`config.mk`:
```
export PLATFORM = sky130hd
export DESIGN_NAME = lfsr_scrambler_ctrl
export DESIGN_NICKNAME = d
export VERILOG_FILES = /design/src/rtl/lfsr_scrambler_ctrl.sv
export SDC_FILE = /design/constraint.sdc
export NUM_CORES = 1
export LEC_CHECK = 0
export BUFFER_PORTS_ARGS = -buffer_cell sky130_fd_sc_hd__buf_2
export CAP_MARGIN = 20
export CELL_PAD_IN_SITES_DETAIL_PLACEMENT = 0
export CELL_PAD_IN_SITES_GLOBAL_PLACEMENT = 2
export CORE_AREA = 2 2 74 146
export DETAILED_ROUTE_END_ITERATION = 12
export DIE_AREA = 0 0 76 148
export PLACE_DENSITY_LB_ADDON = 0.1
export SETUP_SLACK_MARGIN = 0.15
export SYNTH_ARGS = -nofsm -noshare
export SYNTH_HDL_FRONTEND = slang
export SYNTH_SLANG_ARGS = --single-unit
```
`constraint.sdc`:
```
create_clock -name clk -period 1.6 [get_ports clk]
set_input_delay 0.16 -clock clk [delete_from_list [all_inputs] [get_ports clk]]
set_output_delay 0.16 -clock clk [all_outputs]
set_load 0.005 [all_outputs]
```
`src/rtl/lfsr_scrambler_ctrl.sv`:
```
// Scrambler controller: reads pre_len/taps/seed from dat_mem, writes a PAD preamble and the message, both XORed with an LFSR.
// Optional macro LFSR_SEED_GUARD_EN replaces an all-zero seed with 1 and exposes the seed_fixed flag.
//
// state    | meaning
// IDLE     | waiting for go after reset
// RD_PRE   | read pre_len from CFG_BASE
// RD_TAPS  | read taps from CFG_BASE+1
// RD_SEED  | read seed from CFG_BASE+2
// LOAD     | load lfsr, pointers and down-counter
// PREAMBLE | write PAD ^ lfsr, pre_len cycles
// MESSAGE  | write message ^ lfsr, MSG_LEN cycles
// DONE     | run complete, go restarts
module lfsr_scrambler_ctrl #(
  parameter int             DW       = 8,
  parameter int             AW       = 8,
  parameter int             LW       = 6,
  parameter int             MSG_LEN  = 50,
  parameter int             MSG_BASE = 0,
  parameter int             CFG_BASE = 61,
  parameter int             OUT_BASE = 64,
  parameter logic [DW-1:0]  PAD      = 8'h5F
) (
  input  logic          clk,
  input  logic          init_n,
  input  logic          go,
  output logic          busy,
  output logic          done,
  output logic [AW-1:0] raddr,
  input  logic [DW-1:0] data_out,
  output logic          write_en,
  output logic [AW-1:0] waddr,
  output logic [DW-1:0] data_in,
  output logic [LW-1:0] lfsr
`ifdef LFSR_SEED_GUARD_EN
  ,
  output logic          seed_fixed
`endif
);

  localparam int             CW       = (AW > 8) ? AW : 8;
  localparam logic [CW-1:0]  MSG_LAST = CW'(MSG_LEN - 1);

  typedef enum logic [2:0] {
    IDLE, RD_PRE, RD_TAPS, RD_SEED, LOAD, PREAMBLE, MESSAGE, DONE
  } state_t;

  state_t        state, state_nxt;
  logic [7:0]    pre_len;
  logic [LW-1:0] taps, seed, seed_load, lfsr_step;
  logic [CW-1:0] cnt;
  logic [AW-1:0] rptr, wptr;

  assign lfsr_step = {lfsr[LW-2:0], ^(lfsr & taps)};

`ifdef LFSR_SEED_GUARD_EN
  assign seed_load = (seed == '0) ? LW'(1) : seed;

  always_ff @(posedge clk) begin
    if (!init_n || state == RD_PRE)
      seed_fixed <= 1'b0;
    else if (state == LOAD && seed == '0)
      seed_fixed <= 1'b1;
  end
`else
  assign seed_load = seed;
`endif

  always_ff @(posedge clk) begin
    if (!init_n) begin
      state   <= IDLE;
      pre_len <= '0;
      taps    <= '0;
      seed    <= '0;
      lfsr    <= '0;
      cnt     <= '0;
      rptr    <= '0;
      wptr    <= '0;
    end else begin
      state <= state_nxt;
      case (state)
        RD_PRE:  pre_len <= data_out[7:0];
        RD_TAPS: taps    <= data_out[LW-1:0];
        RD_SEED: seed    <= data_out[LW-1:0];
        LOAD: begin
          lfsr <= seed_load;
          wptr <= AW'(OUT_BASE);
          rptr <= AW'(MSG_BASE);
          cnt  <= (pre_len == 8'd0) ? MSG_LAST : CW'(pre_len) - CW'(1);
        end
        PREAMBLE, MESSAGE: begin
          // one LFSR step and one pointer step per written byte
          lfsr <= lfsr_step;
          wptr <= wptr + AW'(1);
          if (state == MESSAGE)
            rptr <= rptr + AW'(1);
          cnt <= (cnt == '0) ? MSG_LAST : cnt - CW'(1);
        end
        default: ;
      endcase
    end
  end

  always_comb begin
    state_nxt = state;
    busy      = 1'b1;
    done      = 1'b0;
    raddr     = '0;
    write_en  = 1'b0;
    waddr     = '0;
    data_in   = '0;
    case (state)
      IDLE: begin
        busy = 1'b0;
        if (go) state_nxt = RD_PRE;
      end
      RD_PRE: begin
        raddr     = AW'(CFG_BASE);
        state_nxt = RD_TAPS;
      end
      RD_TAPS: begin
        raddr     = AW'(CFG_BASE + 1);
        state_nxt = RD_SEED;
      end
      RD_SEED: begin
        raddr     = AW'(CFG_BASE + 2);
        state_nxt = LOAD;
      end
      LOAD: state_nxt = (pre_len == 8'd0) ? MESSAGE : PREAMBLE;
      PREAMBLE: begin
        write_en = 1'b1;
        waddr    = wptr;
        data_in  = PAD ^ DW'(lfsr);
        if (cnt == '0) state_nxt = MESSAGE;
      end
      MESSAGE: begin
        raddr    = rptr;
        write_en = 1'b1;
        waddr    = wptr;
        data_in  = data_out ^ DW'(lfsr);
        if (cnt == '0) state_nxt = DONE;
      end
      DONE: begin
        busy = 1'b0;
        done = 1'b1;
        if (go) state_nxt = RD_PRE;
      end
      default: state_nxt = IDLE;
    endcase
  end

endmodule
```
==> summary.txt <==
Status
  • Status: complete, but fails checks
  • Failing checks: negative setup slack

Power and ir drop
  • Clock power share: 0.260
  • Cell-internal power: 0.00287 W
  • Leakage: 1.79 nW
  • Sequential power share: 0.350
  • Net Sw Frac: 0.330
  • NetSw: 0.00141 W
  • Maximum vdd drop: 0.591 mV
  • Pwr per Cell Area: 995 nW/um^2
  • Overall power: 0.00428 W
  • Combinational share of power: 0.389

Hold path
  • Worst hold path type: in -> reg
  • Hold path cells: 3

Floorplan
  • Die Ht: 148 um
  • Starting Density: 0.304
  • Die W: 76 um
  • Row count: 52
  • IO Count: 44
  • Core Area: 10,100 sq um
  • Die footprint: 11,200 sq um

Logic synthesis
  • Cell taking the most area after synthesis: dfxtp_1
  • Synth Area in XOR/XNOR: 0.0628
  • Top cells by area, synth: dfxtp_1 35%, nand2_1 5.4%, a21boi_0 4.2%
  • Yosys cell types: 60
  • Mux contribution to synthesized area: 0.0330
  • Post-Syn Nets: 390
  • EDFF count, synth: 0
  • Share of the synthesized area in the top cell type: 0.346
  • Synth Area in Adders: 0.0204
  • Post-Syn Area: 3070 sq um
  • Synth Register Bits: 53
  • Synth Area in Compound Gates: 0.218
  • Yosys warning total: 0
  • Post-synthesis cell count: 374
  • Seq/Total Area, Yosys: 0.346
  • Avg Cell Area, Syn: 8.21 sq um
  • Simple-gate share of the synthesized area: 0.262
  • Ys async rst share: 0
  • Ys flop type: dfxtp_1
  • Largest family of logic cells by synthesized area: simple AND/OR/NAND/NOR gates

Critical path
  • Worst Setup End Kind: output pin
  • Stages on worst setup path: 8
  • Worst path required time: 1440 ps
  • Critical Path Fanout Max: 6
  • WS Path Type: reg -> out
  • CP top delay family: buffers and inverters
  • Highest cell delay on the worst timing path: 340 ps
  • WP data arrival: 1440 ps
  • Critical-path top delay cell: dfxtp_2
  • CP Launch Type: register
  • Most frequent CP cell: buf_6
  • Buffers and inverters on the worst path: 5
  • Reg2reg setup slack: 30 ps
  • Cell breakdown of the critical path: buf_6, buf_6, inv_4, nand2_2, buf_6, o22ai_2, and2_1, buf_2
  • Reg2Reg Depth: 5

CTS
  • Clock-pin slew on the worst setup and hold paths: 70 ps
  • CTS sink count: 53
  • Total number of H-tree levels: 2
  • CTS tree: yes
  • CTS max path bufs: 2
  • Clk_lat worst skew: 290 ps
  • Cts bufs inserted: 5
  • Clock Tree Root: clkbuf_16

Place
  • Pre-CTS WS: -51.3 ps
  • # placed instances: 571
  • Post-DP HPWL: 7150 um
  • Final GP Congestion: 0.809
  • PortBufs: 43

Global route
  • Largest net degree at the start of global routing: 26
  • Grt total ovfl: 0
  • Tot GR Track Use: 0.174
  • Initial antenna violation count: 0
  • Vias in the first global route: 2,944
  • First-pass GRT wire length: 15,300 um

Timing
  • Fin crit share: 1.00
  • Final setup vio count: 1
  • Slew HR: 0.682
  • Max Clock Skew: 4.40 ps
  • Max Clk Rate: 625 MHz
  • RSZ-0062 raised after global routing: yes
  • Hold Violations, Final: 0
  • TNS Setup: -0.450 ps
  • Worst setup margin: -0.450 ps
  • Min Tclk post-route: 1600 ps
  • Tightest Pin Transition: 477 ps
  • Max Slew Vio Count: 0

Finish
  • Fin util: 0.427
  • Share of cells above drive strength 1: 0.394
  • Nets: 481
  • Antenna cell count: 0
  • Final std cells w/o fill: 600
  • Area growth, synth to finish: 40.2%
  • Fill cell instance count of the final layout: 1,022

Route
  • Drt wl/cell: 16.0 um
  • Vias: 2,938
  • Initial drt markers: 60
  • Initial DRT Pass Iterations: 5
  • Vias per inst: 4.90
  • Final wirelength: 9610 um
  • Residual DRC: 0
  • Antenna Nets Post-Route: 0

Run
  • Max-cap viol count: 0
-- cell usage after synthesis (5+ instances only) --
| cell type | instances |
|---|---|
| a21boi_0 | 17 |
| a21oi_1 | 13 |
| and2_1 | 14 |
| and3_1 | 5 |
| clkbuf_1 | 13 |
| dfxtp_1 | 53 |
| ha_1 | 5 |
| inv_1 | 9 |
| mux2i_1 | 9 |
| nand2_1 | 44 |
| nand3_1 | 16 |
| nand4_1 | 5 |
| nor2_1 | 30 |
| nor2b_1 | 14 |
| nor3_1 | 7 |
| o211a_1 | 5 |
| o21ai_0 | 25 |
| o22ai_1 | 7 |
| xnor2_1 | 13 |
| xor2_1 | 9 |
-- registers in the layout (all words and copies together) (netlist names) --
signal / cells
cnt: 8
lfsr: 6
pre_len: 8
rptr: 8
seed: 6
state: 3
taps: 6
wptr: 8
-- repair_timing --
item,CTS,global route
resized for setup,40,60
cloned,1,0
pin swaps,22,23
buffers inserted,14,7
hold buffers,0,0
setup endpoints to repair,62,66
-- power groups by stage --
| stage | Sequential (W) | Combinational, W | Clock [W] |
|---|---|---|---|
| after floorplan | 0.00151 | 0.000804 | 0 |
| after global placement | 0.00152 | 0.00132 | 0 |
| after detailed placement | 0.00152 | 0.00132 | 0 |
| after CTS | 0.00149 | 0.00150 | 0.00116 |
| after global routing | 0.00152 | 0.00182 | 0.00119 |
| final | 0.00150 | 0.00167 | 0.00111 |
-- worst min-delay path, delay by kind of cell --
family	cells	cell delay (ps)
AOI/OAI and AO/OA	1	60
and+or+nand+nor	1	50
buffers and inverters	1	110
-- layer usage --
metal  GRT usage  wire, um
met3      0.0183       243
met4      0.0764       301
met1       0.176      3600
met5           0         0
met2       0.349      5470
-- final timing paths --
kind / start / end
setup / recovery: state[0] / data_in[5]
hold reg to reg: taps[3] / taps[3]
hold / removal: data_out[7] / pre_len[7]
setup reg to reg: cnt[3] / cnt[6]
-- cell usage in the layout, fill, tap and decap left out, drive strengths merged, types with 2 or more instances in the layout --
master,netlist,layout
a211oi,2,2
a21boi,22,22
a21oi,15,15
and2,14,14
and3,6,6
buf,8,107
clkbuf,14,6
dfxtp,53,53
ha,5,5
inv,11,11
mux2i,9,9
nand2,44,44
nand2b,4,4
nand3,16,16
nand3b,3,3
nand4,5,5
nor2,30,30
nor2b,14,14
nor3,8,8
nor3b,2,2
nor4,2,2
o211a,5,5
o211ai,2,2
o21ai,28,28
o221a,2,2
o221ai,2,2
o22ai,8,8
or3,3,3
xnor2,13,13
xor2,9,9
-- cell families (layout without fill, tap and decap cells) --
logic type               after synthesis  count (layout)
adder cells (fa/ha/maj)                5               5
buffers and inverters                 34             125
AND/OR/NAND/NOR                      156             156
XOR/XNOR                              22              22
AO/OA/AOI/OAI                         94              94
multiplexers                          10              10
flip-flops                            53              53
-- final cells by class --
type	instances	area (sq um)	share of cell area
clock inverter	1	7.51	0.00174
tap	135	169	0.0392
clock buffer	6	139	0.0323
inverter	11	48.8	0.0113
multi-input combinational	287	2080	0.483
sequential	53	1070	0.249
timing repair buffer	107	793	0.184
-- metrics by stage --
| stage | hold slack [ps] | instance area [sq um] |
|---|---|---|
| finish | 133 | 4300 |
| global route | 159 | 4300 |
| CTS | 127 | 4050 |
| detailed placement | 434 | 3650 |
| global placement | 430 | 3650 |
| floorplan | 295 | 3080 |
Note: power is estimated with default switching activity, not from simulation.
